`config.mk`:
```
export PLATFORM = sky130hd
export DESIGN_NAME = piso_serializer
export DESIGN_NICKNAME = d
export VERILOG_FILES = /design/src/rtl/piso_serializer_pkg.sv /design/src/rtl/piso_serializer_bit_counter.sv /design/src/rtl/piso_serializer.sv
export SDC_FILE = /design/constraint.sdc
export NUM_CORES = 1
export LEC_CHECK = 0
export BUFFER_PORTS_ARGS = -buffer_cell sky130_fd_sc_hd__buf_2
export CORE_MARGIN = 10
export CORE_UTILIZATION = 54
export DETAILED_ROUTE_END_ITERATION = 6
export PLACE_DENSITY_LB_ADDON = 0.2
export SYNTH_ARGS = -nofsm -noshare
export SYNTH_HDL_FRONTEND = slang
export SYNTH_SLANG_ARGS = --single-unit
```
`constraint.sdc`:
```
create_clock -name clk -period 2.85 [get_ports clk]
set_input_delay 0.7125 -clock clk [delete_from_list [all_inputs] [get_ports clk]]
set_output_delay 0.7125 -clock clk [all_outputs]
set_load 0.02 [all_outputs]
```
`src/rtl/piso_serializer_pkg.sv`:
```
// Shared definitions for the parallel-in/serial-out serializer.
// Holds the state encoding and the default word width.
package piso_serializer_pkg;

    localparam int DEFAULT_WIDTH = 8;

    typedef enum logic {
        ST_IDLE  = 1'b0,
        ST_SHIFT = 1'b1
    } state_e;

endpackage

```
`src/rtl/piso_serializer_bit_counter.sv`:
```
// Modulo-WIDTH bit position counter with clear, enable and terminal-count flag.
// Clear has priority over enable so that an accept restarts the count at bit 0.
module bit_counter
    import piso_serializer_pkg::*;
#(
    parameter int WIDTH = DEFAULT_WIDTH,
    parameter int CW    = $clog2(WIDTH)
) (
    input  logic          clk,
    input  logic          rst,
    input  logic          clr_i,
    input  logic          en_i,
    output logic [CW-1:0] cnt_o,
    output logic          tc_o
);

    localparam logic [CW-1:0] CNT_LAST = CW'(WIDTH - 1);

    logic [CW-1:0] cnt_q;
    logic [CW-1:0] cnt_d;

    always_comb begin
        cnt_d = cnt_q;
        if (clr_i) begin
            cnt_d = '0;
        end else if (en_i) begin
            cnt_d = (cnt_q == CNT_LAST) ? '0 : cnt_q + 1'b1;
        end
    end

    always_ff @(posedge clk or posedge rst) begin
        if (rst) begin
            cnt_q <= '0;
        end else begin
            cnt_q <= cnt_d;
        end
    end

    assign cnt_o = cnt_q;
    assign tc_o  = (cnt_q == CNT_LAST);

endmodule

```
`src/rtl/piso_serializer.sv`:
```
// Parallel-in/serial-out serializer: accepts a WIDTH-bit word and shifts it out one bit
// per clock with valid/busy/done framing; back-to-back words stream without a gap.
module piso_serializer
    import piso_serializer_pkg::*;
#(
    parameter int WIDTH     = DEFAULT_WIDTH,
    parameter bit MSB_FIRST = 1'b1,
    parameter bit IDLE_BIT  = 1'b0
) (
    input  logic             clk,
    input  logic             rst,
    input  logic [WIDTH-1:0] data_in,
    input  logic             load,
    output logic             ready,
    output logic             x_out,
    output logic             bit_valid,
    output logic             busy,
    output logic             done
);

    localparam int            CW         = $clog2(WIDTH);
    localparam logic [CW-1:0] CNT_PENULT = CW'(WIDTH - 2);

    state_e           state_q;
    logic [WIDTH-1:0] sreg_q;
    logic             x_q;
    logic             valid_q;
    logic             done_q;
    logic             ready_q;
    logic [CW-1:0]    cnt;
    logic             cnt_tc;
    logic             accept;
    logic             shifting;

    function automatic logic first_bit(input logic [WIDTH-1:0] w);
        return MSB_FIRST ? w[WIDTH-1] : w[0];
    endfunction

    function automatic logic [WIDTH-1:0] drop_first(input logic [WIDTH-1:0] w);
        return MSB_FIRST ? (w << 1) : (w >> 1);
    endfunction

    // ready_q is a registered flag, so accept never depends combinationally on outputs.
    assign accept   = load & ready_q;
    assign shifting = (state_q == ST_SHIFT);

    bit_counter #(
        .WIDTH (WIDTH)
    ) u_bit_counter (
        .clk   (clk),
        .rst   (rst),
        .clr_i (accept),
        .en_i  (shifting),
        .cnt_o (cnt),
        .tc_o  (cnt_tc)
    );

    // Outputs are computed one cycle ahead so every output port comes straight from a flop.
    always_ff @(posedge clk or posedge rst) begin
        if (rst) begin
            state_q <= ST_IDLE;
            sreg_q  <= '0;
            x_q     <= IDLE_BIT;
            valid_q <= 1'b0;
            done_q  <= 1'b0;
            ready_q <= 1'b1;
        end else if (accept) begin
            state_q <= ST_SHIFT;
            sreg_q  <= drop_first(data_in);
            x_q     <= first_bit(data_in);
            valid_q <= 1'b1;
            done_q  <= 1'b0;
            ready_q <= 1'b0;
        end else if (shifting) begin
            if (cnt_tc) begin
                state_q <= ST_IDLE;
                x_q     <= IDLE_BIT;
                valid_q <= 1'b0;
                done_q  <= 1'b0;
                ready_q <= 1'b1;
            end else begin
                sreg_q  <= drop_first(sreg_q);
                x_q     <= first_bit(sreg_q);
                done_q  <= (cnt == CNT_PENULT);
                ready_q <= (cnt == CNT_PENULT);
            end
        end
    end

    assign ready     = ready_q;
    assign x_out     = x_q;
    assign bit_valid = valid_q;
    assign busy      = valid_q;
    assign done      = done_q;

endmodule

```
# Word-level counts from Yosys, hierarchy flattened
# Index checks and enable logic that the tools add are counted.
# Widths: inputs -> output; s select.
# word_totals
word_cells	37
regBits	16
out_inout_bits	5
inputBits	11
# classes
eq_ne	3
reduce_logical	4
addsub	1
bitwise_logic	1
muxes	21
# ops
operator	count
$mux 8	3
$mux 1	15
$mux 3	3
$eq 3x3->1 const B	2
$reduce_and 2->1	2
$reduce_bool 2->1	2
$add 3x1->3 const B	1
$ne 2x1->1 const B	1
$and 1x1->1	1

# Depth between registers and ports, before layout
# Gate-level depths: netlist of the first run.
# logic_depth
word_depth	4
ltp_mapped	6
ltp_nobuf	5

# By module
# From an unflattened synthesis of the first run, not the netlist that was laid out.
# hier_totals
cells_unflattened	68
area_unflattened_um2	726.9
# by_module_without_submodules
mod	seq_area_each_um2	n_inst	area_each_um2	cells_each
piso_serializer	301.5	1	571.8	55
bit_counter	75.1	1	155.1	13

# Worst setup path before layout of the first run
# Ideal clock, no wire load.
# synth_path
path_kind	register to register
from	reg u_bit_counter.cnt_q[1], in the netlist u_bit_counter.cnt_o[1]
to	reg sreg_q[2]
synth_period_minus_slack_ns	1.438
t_arrival_ns	1.307
t_required_ns	2.719
path_buffers	1
setup_ns	0.131
stages_incl_launch_ff	7
slack_ns	1.412
path_cell_list	dfrtp_1 > ha_1 > ha_1 > and2b_1 > buf_6 > mux2i_1 > o21ai_1
# synth_via
elab_chain_len	3
# synth_rtl
item	line	text
start: declaration	piso_serializer_bit_counter.sv:19	logic [CW-1:0] cnt_q;
start signal: assignment	piso_serializer_bit_counter.sv:35	cnt_q <= cnt_d;
$eq 3x3->1	piso_serializer_bit_counter.sv:40	assign tc_o = (cnt_q == CNT_LAST);
$ne 2x1->1 (no line)	--	
$reduce_and 2->1 (no line)	--	
end signal: assignment	piso_serializer.sv:69	sreg_q <= drop_first(data_in);
end signal: assignment	piso_serializer.sv:82	sreg_q <= drop_first(sreg_q);
end: declaration	piso_serializer.sv:25	logic [WIDTH-1:0] sreg_q;
# Every way passes these cells.
# A chain may end at the register's enable or synchronous reset.

# Worst setup path after layout of the first run
# layout_path
from	reg ready_q, in the netlist ready
to	out ready
# layout_lines
item	line	text
start: declaration	piso_serializer.sv:29	logic ready_q;
start signal: assignment	piso_serializer.sv:85	ready_q <= (cnt == CNT_PENULT);
end: declaration	piso_serializer.sv:14	output logic ready,
# No word-level cell between the ends.

==> flow_metrics.py, run 1 <==
metrics = {
    "clock_network": {
        "clock-sinks": 15,
        "post-cts-setup-buffers": 0,
        "cts_buffers": 3,
        "cts_tree": "yes",
        "hold_buffers": 0,
        "ctsResizeCount": 0,
        "h-tree-depth": 1,
        "clockBufferDepth": 2,
        "cts.reportedPaths.clkPinSlew_ns": 0.09,
        "clk_latency_ns": 0.27,
        "cts-root-buf": "clkbuf_4",
    },
    "sta": {
        "worst_hold_slack_ns": 0.468,
        "fmax_mhz": 594,
        "timing.slew.headroom_pct": 56.7,
        "setup_slack_ns": 1.17,
        "tightest_slew_ns": 0.649,
        "period_share_pct": 59.1,
        "final-hold-violation-count": 0,
        "fin_skew_ns": 0.00338,
        "min_period_ns": 1.68,
        "setup-tns-final_ns": 0,
        "rsz0062_at_grt": "no",
        "setup_viol": 0,
        "finalMaxSlewViolations": 0,
    },
    "finish": {
        "areaGrowthSynthToFinish_pct": 13.0,
        "final_cells": 96,
        "final_common_cell": "buf_2",
        "n_antenna_cell": 0,
        "nFillCells": 89,
        "finish.utilization_pct": 67.7,
        "final_cell_mix": "buf_2, dfrtp_1, nand2_1, mux2i_1, o21ai_0",
        "finalNetCount": 97,
        "design_area_um2": 793,
        "drive_gt1_share_pct": 23.2,
    },
    "routing": {
        "drcViolationCount": 0,
        "wirelength_um": 1200,
        "drtIter0Drc": 13,
        "vias": 496,
        "drtAntennaViolNets": 0,
        "firstDrtPassIters": 4,
        "viasPerCell": 5.17,
        "wl_per_cell_um": 12.4,
    },
    "place": {
        "place.port_buffers": 15,
        "dpl.cell_count": 92,
        "gp_congestion": 0.706,
        "dp_hpwl_um": 908,
        "placed_cell_area_um2": 767,
        "pre_cts_slack_ns": 1.09,
    },
    "worst_setup_path": {
        "worstPathMaxFanout": 3,
        "worstPathRequired_ns": 2.14,
        "path_buf_inv": 1,
        "criticalPathCategory": "reg2out",
        "endpoint_kind": "output port",
        "slowest_stage": "dfstp_2",
        "startpoint_type": "register",
        "cp_slowest_stage_delay_ns": 0.54,
        "arrival_ns": 0.97,
        "worstPathCellList": "buf_2",
        "crit_family": "flip-flops",
    },
    "pwr": {
        "vdd_drop_max_mv": 0.546,
        "finalPower_uw": 819,
        "powerDensity_nw_per_um2": 1030,
        "leakage_nw": 0.413,
    },
    "global_routing": {
        "grt_usage_pct": 8.24,
        "grt_overflow_total": 0,
        "grt_max_degree": 23,
        "grt_pass1_vias": 489,
        "antenna_found_initial": 0,
        "grt_first_pass_wirelength_um": 2130,
    },
    "run_status": {
        "status": "completed",
    },
    "flow_run": {
        "maxCapViolations": 0,
    },
    "logic_synthesis": {
        "yosys_warnings": 0,
        "synthAdderAreaFrac_pct": 5.35,
        "yosysSeqAreaShare_pct": 53.7,
        "synth_xor_area_share_pct": 0,
        "synth_area_per_cell_um2": 10.5,
        "synth.distinct_cells": 22,
        "synth.area.mux_share_pct": 11.4,
        "synth-simple-area-share_pct": 13.0,
        "synth_compound_area_share_pct": 10.5,
        "synth_fp_nets": 81,
        "synth_top_family_by_area": "simple AND/OR/NAND/NOR gates",
        "synthCells": 67,
        "ys_seq_elements": 15,
        "syn_area_um2": 702,
    },
    "floorplanning": {
        "dieWidth_um": 56.1,
        "dieHeight_um": 56.1,
        "die-area_um2": 3140,
        "core-area_um2": 1170,
        "rows": 12,
        "io_pins": 16,
        "initial_core_util_pct": 59.9,
    },
    "worst_hold_path": {
        "hold_class": "in2async",
    },
}
[logic make-up after synthesis]
| logic type | Yosys count |
|---|---|
| adder cells (fa/ha/maj) | 3 |
| multiplexers | 8 |
| AND/OR/NAND/NOR | 20 |
| AO/OA/AOI/OAI | 13 |
| buffers and inverters | 8 |
| flip-flops | 15 |
[sequential cells by signal (all words and copies together), names as in the netlist]
signal,flops
sreg_q,7
u_bit_counter.cnt_o,3
bit_valid,1
done,1
ready,1
shifting,1
x_out,1
[where the power goes]
part           switching (mW)  internal [mW]
Combinational           0.195          0.144
Clock                  0.0637         0.0542
Sequential             0.0582          0.303
Total                   0.317          0.501
[final cells by class]
cell class,count,area [um2],area share [%]
sequential,15,377,47.5
multi-input combinational,44,283,35.6
timing repair buffer,15,75.1,9.46
clock buffer,4,26.3,3.31
tap,14,17.5,2.21
inverter,4,15.0,1.89
[layer usage]
layer,share of wire (%),global-route usage [%]
met1,50,10.9
met2,42,10.9
met3,7.3,4.33
met4,0,3.07
met5,0,0
[path summary, 6_finish.rpt]
| kind | slack [ns] | endpoint | depth (start not counted) | startpoint |
|---|---|---|---|---|
| max in group asynchronous | 2.01 | ready | 2 | rst |
| hold reg to reg | 0.48 | ready | 2 | ready |
| min in group clk | 0.48 | ready | 2 | ready |
| hold / removal | 0.47 | sreg_q[5] | 2 | rst |
| setup / recovery | 1.17 | ready | 1 | ready |
| setup reg to reg | 1.21 | sreg_q[3] | 5 | u_bit_counter.cnt_o[1] |
[synthesized netlist by cell type]
library cell   n  area (um2)
buf_4          1        7.51
buf_6          1        11.3
and2b_1        1        7.51
o21ai_0        5        25.0
a32oi_1        1        8.76
nor2_1         4        15.0
and2_1         1        6.26
ha_1           3        37.5
nor3b_1        1        7.51
o21ai_1        3        15.0
a22oi_1        1        7.51
nand2_1       10        37.5
a21o_1         1        7.51
dfrtp_1       14         350
nand3_1        1        5.00
dfstp_2        1        26.3
buf_2          1        5.00
nand2b_1       2        12.5
clkbuf_1       1        3.75
mux2i_1        8        80.1
a21oi_1        2        10.0
inv_1          4        15.0
(Power assumes the default switching activity.)
==> inputs of run 2 (changes only) <==
--- a/config.mk
+++ b/config.mk
@@ -7,7 +7,7 @@
 export LEC_CHECK = 0
 export BUFFER_PORTS_ARGS = -buffer_cell sky130_fd_sc_hd__buf_2
 export CORE_MARGIN = 10
-export CORE_UTILIZATION = 54
+export CORE_UTILIZATION = 45
 export DETAILED_ROUTE_END_ITERATION = 6
 export PLACE_DENSITY_LB_ADDON = 0.2
 export SYNTH_ARGS = -nofsm -noshare
==> constraint.sdc (replaced) <==
create_clock -name clk -period 1.5 [get_ports clk]
set_input_delay 0.375 -clock clk [delete_from_list [all_inputs] [get_ports clk]]
set_output_delay 0.375 -clock clk [all_outputs]
set_load 0.02 [all_outputs]
==> run 2 against run 1 <==
Compared with the run above: global-route usage up 0.21 points; sequential share of layout area down 3.6 points; count of clock-buffer cells in the layout unchanged; register-to-register slack worse by 1.2 ns; hold slack worse by 0.32 ns; largest power group is now combinational cells; highest routed layer is now met4.
==> flow_metrics.py, run 2 (same netlist as run 1, synthesis figures left out) <==
metrics = {
    "global_routing": {
        "grt_max_degree": 16,
        "globalRouteMet2Util_pct": 13.2,
        "grt_pass1_vias": 537,
        "use_met1_pct": 9.54,
        "grt.busiest_layer": "met2",
        "grt_overflow_total": 0,
        "grt_usage_pct": 8.44,
        "use_met3_pct": 3.43,
        "grt_first_pass_wirelength_um": 2380,
        "antenna_found_initial": 0,
    },
    "floorplanning": {
        "core-area_um2": 1490,
        "initial_core_util_pct": 47.1,
        "die-area_um2": 3540,
        "rows": 14,
        "io_pins": 16,
        "dieWidth_um": 59.5,
        "dieHeight_um": 59.5,
    },
    "worst_setup_path": {
        "reg2regPathDepth": 5,
        "startpoint_type": "register",
        "endpoint_kind": "register",
        "criticalPathCategory": "reg2reg",
        "worstPathMaxFanout": 6,
        "arrival_ns": 1.61,
        "worstPathRequired_ns": 1.66,
    },
    "pwr": {
        "clock_power_share_pct": 12.8,
        "seq_power_share_pct": 40.7,
        "power_frac_comb_pct": 46.5,
        "powerDensity_nw_per_um2": 1980,
        "intPower_mw": 1.05,
        "p_switching_uw": 654,
        "vdd_drop_max_mv": 0.856,
        "finalPower_mw": 1.70,
        "leakage_nw": 0.442,
        "p_sw_share_pct": 38.4,
    },
    "finish": {
        "final_cell_mix": "buf_2, dfrtp_1, nand2_1, mux2i_1, buf_4",
        "n_antenna_cell": 0,
        "finalNetCount": 103,
        "finish.utilization_pct": 57.6,
        "final_common_cell": "buf_2",
        "largest-register": "sreg_q",
        "drive_gt1_share_pct": 31.8,
        "areaGrowthSynthToFinish_pct": 22.3,
        "largest_reg_flops": 7,
    },
    "sta": {
        "timing.slew.headroom_pct": 62.4,
        "finalMaxSlewViolations": 0,
        "setup_slack_ns": 0.0529,
        "rsz0062_at_grt": "yes",
        "setup-tns-final_ns": 0,
        "fmax_mhz": 691,
        "final-hold-violation-count": 0,
        "worst_hold_slack_ns": 0.147,
        "period_share_pct": 96.5,
        "min_period_ns": 1.45,
        "tightest_slew_ns": 0.564,
        "setup_viol": 0,
        "fin_skew_ns": 0.00288,
    },
    "routing": {
        "drtIter0Drc": 10,
        "wirelength_um": 1370,
        "drcViolationCount": 0,
        "viasPerCell": 5.11,
        "vias": 531,
        "drtAntennaViolNets": 0,
        "firstDrtPassIters": 4,
        "wl_per_cell_um": 13.1,
    },
    "place": {
        "place.port_buffers": 15,
        "pre_cts_slack_ns": -0.0510,
        "dp_hpwl_um": 1010,
        "gp_congestion": 0.814,
    },
    "worst_hold_path": {
        "hold_class": "in2async",
    },
    "clock_network": {
        "clk_latency_ns": 0.27,
        "cts_tree": "yes",
        "h-tree-depth": 1,
        "cts.reportedPaths.clkPinSlew_ns": 0.08,
        "clock-sinks": 15,
        "clockBufferDepth": 2,
        "cts-root-buf": "clkbuf_4",
        "cts_buffers": 3,
    },
    "run_status": {
        "status": "completed",
    },
    "flow_run": {
        "maxCapViolations": 0,
    },
}
==> run 2: changes by cell type in the layout (fill, tap and decap cells not counted), sizes merged <==
cell	previous run	this run
buf	15	21
==> run 2: stage by stage <==
step	area [um2]	cells
after global placement	800	98
after detailed placement	800	98
after CTS	827	102
final	858	104
after global routing	858	104
after floorplan	702	67
==> run 2: cell type report <==
class / count / area, um2
sequential: 15 / 377
timing repair buffer: 21 / 120
inverter: 4 / 15.0
tap: 16 / 20.0
clock buffer: 4 / 26.3
multi-input combinational: 44 / 300
fill: 131 / 631
==> run 2: power by group through the flow <==
stage	logic, mW	registers (mW)	clock network, mW
floorplan	0.510	0.732	0
global placement	0.715	0.688	0
detailed placement	0.731	0.690	0
CTS	0.739	0.684	0.229
global route	0.886	0.718	0.252
finish	0.791	0.694	0.218
==> run 2: per-layer routing <==
| metal | part of all wire [%] | up-vias |
|---|---|---|
| met5 | 0 | - |
| met4 | 1.0 | 0 |
| met3 | 5.4 | 2 |
| met2 | 50 | 13 |
| met1 | 43 | 251 |
| li1 | - | 265 |
==> run 2: final timing paths <==
check / slack, ns / startpoint / end
setup / recovery: 0.05 / u_bit_counter.cnt_o[1] / sreg_q[4]
hold / removal: 0.15 / rst / sreg_q[3]
setup reg to reg: 0.05 / u_bit_counter.cnt_o[1] / sreg_q[4]
hold reg to reg: 0.48 / ready / ready
max in group asynchronous: 0.98 / rst / ready
min in group clk: 0.30 / data_in[6] / sreg_q[7]
==> run 2: what timing repair did <==
action                                  in CTS  in global routing
resized for setup                            1                  4
endpoints found under the setup margin       3                  7
cloned                                       0                  0
pin swaps                                    0                  2
hold buffers                                 0                  0
setup buffers                                0                  2
==> run 2: critical path, stage by stage (launching register included) <==
cell and delay, ns:
dfrtp_1 0.40, ha_2 0.20, ha_4 0.16, and2b_4 0.29, mux2i_1 0.19, o21ai_1 0.09
==> inputs of run 3 (changes only) <==
--- a/config.mk
+++ b/config.mk
@@ -6,9 +6,12 @@
 export NUM_CORES = 1
 export LEC_CHECK = 0
 export BUFFER_PORTS_ARGS = -buffer_cell sky130_fd_sc_hd__buf_2
+export CELL_PAD_IN_SITES_DETAIL_PLACEMENT = 0
+export CELL_PAD_IN_SITES_GLOBAL_PLACEMENT = 2
 export CORE_MARGIN = 10
-export CORE_UTILIZATION = 45
+export CORE_UTILIZATION = 28
 export DETAILED_ROUTE_END_ITERATION = 6
+export HOLD_SLACK_MARGIN = 0.15
 export PLACE_DENSITY_LB_ADDON = 0.2
 export SYNTH_ARGS = -nofsm -noshare
 export SYNTH_HDL_FRONTEND = slang
==> run 3 against run 2 <==
Compared with the run above: register-to-register slack got worse by 0.03 ns; combinational power grew 5.4%; hold slack better by 0.15 ns.
==> flow_metrics.py, run 3 (same netlist as run 1, synthesis figures left out) <==
metrics = {
    "finish": {
        "largest_reg_flops": 7,
        "n_antenna_cell": 0,
        "nFillCells": 248,
        "drive_gt1_share_pct": 35.2,
        "final_cell_mix": "buf_2, dfrtp_1, nand2_1, buf_4, mux2i_1",
        "areaGrowthSynthToFinish_pct": 29.1,
        "multiInputGateArea_um2": 304,
        "largest-register": "sreg_q",
        "final_common_cell": "buf_2",
        "finalNetCount": 106,
        "ff_latch_area_um2": 377,
    },
    "place": {
        "dp_hpwl_um": 1100,
        "gp_congestion": 0.702,
        "place.port_buffers": 15,
        "pre_cts_slack_ns": -0.0703,
    },
    "worst_setup_path": {
        "reg2regPathDepth": 5,
        "worstPathCellList": "ha_2 > ha_4 > and2b_4 > mux2i_2 > o21ai_1",
        "rr_endpoint": "sreg_q[2]",
        "r2r_slack_ns": 0.02,
        "slowest_stage": "dfrtp_1",
        "arrival_ns": 1.65,
        "endpoint_kind": "register",
        "criticalPathCategory": "reg2reg",
        "cp_slowest_stage_delay_ns": 0.41,
        "worstPathRequired_ns": 1.67,
        "worstPathMaxFanout": 5,
        "reg2reg_from": "u_bit_counter.cnt_o[0]",
        "startpoint_type": "register",
    },
    "clock_network": {
        "cts_tree": "yes",
        "clock-sinks": 15,
        "cts.reportedPaths.clkPinSlew_ns": 0.09,
        "clockBufferDepth": 2,
        "clk_latency_ns": 0.27,
        "cts_buffers": 3,
        "h-tree-depth": 1,
        "cts-root-buf": "clkbuf_4",
    },
    "sta": {
        "rsz0062_at_grt": "yes",
        "min_period_ns": 1.48,
        "finalMaxSlewViolations": 0,
        "timing.slew.headroom_pct": 82.2,
        "setup-tns-final_ns": 0,
        "setup_slack_ns": 0.0193,
        "fin_skew_ns": 0.000603,
        "setup_viol": 0,
        "period_share_pct": 98.7,
        "fmax_mhz": 675,
        "tightest_slew_ns": 0.267,
        "final-hold-violation-count": 0,
    },
    "global_routing": {
        "grt_first_pass_wirelength_um": 2730,
        "use_met3_pct": 1.84,
        "grt.busiest_layer": "met2",
        "grt_usage_pct": 6.55,
        "use_met1_pct": 7.62,
        "globalRouteMet2Util_pct": 10.7,
        "grt_overflow_total": 0,
        "grt_max_degree": 16,
        "grt_pass1_vias": 615,
        "antenna_found_initial": 0,
    },
    "floorplanning": {
        "dieWidth_um": 70.1,
        "dieHeight_um": 70.1,
        "initial_core_util_pct": 28.9,
        "io_pins": 16,
        "rows": 18,
        "core-area_um2": 2430,
        "die-area_um2": 4910,
    },
    "run_status": {
        "status": "completed",
    },
    "pwr": {
        "vdd_drop_max_mv": 0.665,
        "finalPower_mw": 1.75,
        "leakage_nw": 0.456,
        "powerDensity_nw_per_um2": 1940,
    },
    "routing": {
        "vias": 532,
        "wl_per_cell_um": 12.5,
        "viasPerCell": 4.40,
        "drcViolationCount": 0,
        "drtAntennaViolNets": 0,
        "firstDrtPassIters": 4,
        "wirelength_um": 1510,
        "drtIter0Drc": 19,
    },
    "worst_hold_path": {
        "hold_class": "in2reg",
        "min_from": "data_in[7]",
        "min_path_cells": 3,
        "min_to": "x_out",
    },
    "flow_run": {
        "maxCapViolations": 0,
    },
}
run 3: cell types whose count changed in the layout (fill, tap and decap cells not counted):
cell / change
buf_4: +2
clkinv_2: +1
clkbuf_1: -1
dlygate4sd3_1: +1
mux2i_2: +1
mux2i_1: -1
run 3: where the power goes:
part / internal [mW] / leakage, nW / switching [mW]
Combinational: 0.403 / 0.249 / 0.430
Sequential: 0.576 / 0.189 / 0.121
Clock: 0.0987 / 0.0177 / 0.125
run 3: through the flow:
stage / area (um2) / std cells / utilization (%) / hold slack (ns)
3_3_place_gp: 832 / 114 / 34.2 / 0.388
2_1_floorplan: 702 / 67 / - / 0.276
5_1_grt: 906 / 121 / 37.2 / 0.295
4_1_cts: 880 / 120 / 36.2 / 0.290
6_report: 906 / 121 / 37.2 / 0.295
3_5_place_dp: 832 / 114 / 34.2 / 0.388
run 3: what timing repair did:
item / in CTS / in global routing
gates cloned: 0 / 0
hold buffers: 1 / 0
endpoints found under the setup margin: 4 / 7
buffers inserted: 1 / 1
pin swaps: 0 / 1
gates resized for setup: 2 / 4
hold endpoints to repair: 14 / 0
run 3: critical path: cells and delay by family (launching register included):
kind | cells | cell delay (ns)
flops | 1 | 0.41
compound gates | 1 | 0.09
simple gates | 1 | 0.29
fa+ha+maj | 2 | 0.36
mux | 1 | 0.23
run 3: how the worst max path moves through the flow:
| stage | startpoint | to | slack (ns) | cells past startpoint |
|---|---|---|---|---|
| 6_report | u_bit_counter.cnt_o[0] | sreg_q[2] | 0.02 | 5 |
| 3_3_place_gp | u_bit_counter.cnt_o[0] | sreg_q[2] | -0.03 | 5 |
| 4_1_cts | u_bit_counter.cnt_o[0] | sreg_q[3] | 0.0001 | 5 |
| 5_1_grt | u_bit_counter.cnt_o[0] | sreg_q[2] | -0.06 | 5 |
| 3_5_place_dp | u_bit_counter.cnt_o[0] | sreg_q[2] | -0.07 | 5 |
| 2_1_floorplan | u_bit_counter.cnt_o[1] | sreg_q[2] | 0.06 | 6 |
run 3: area by class of cell:
| cell class | count | area share (%) |
|---|---|---|
| clock inverters | 1 | 0.552 |
| inverters | 4 | 1.66 |
| well taps | 30 | 4.14 |
| repair buffers | 24 | 16.0 |
| clock buffers | 3 | 2.49 |
| multi-input cells | 44 | 33.6 |
| flip-flops and latches | 15 | 41.6 |
run 3: routing by layer:
layer  wire length [um]  share of wire [%]  vias up
met2                746                 50        7
met1                707                 47      252
met4                 10               0.66        0
met5                  0                  0        -
met3                 42                2.8        2
li1                   -                  -      271
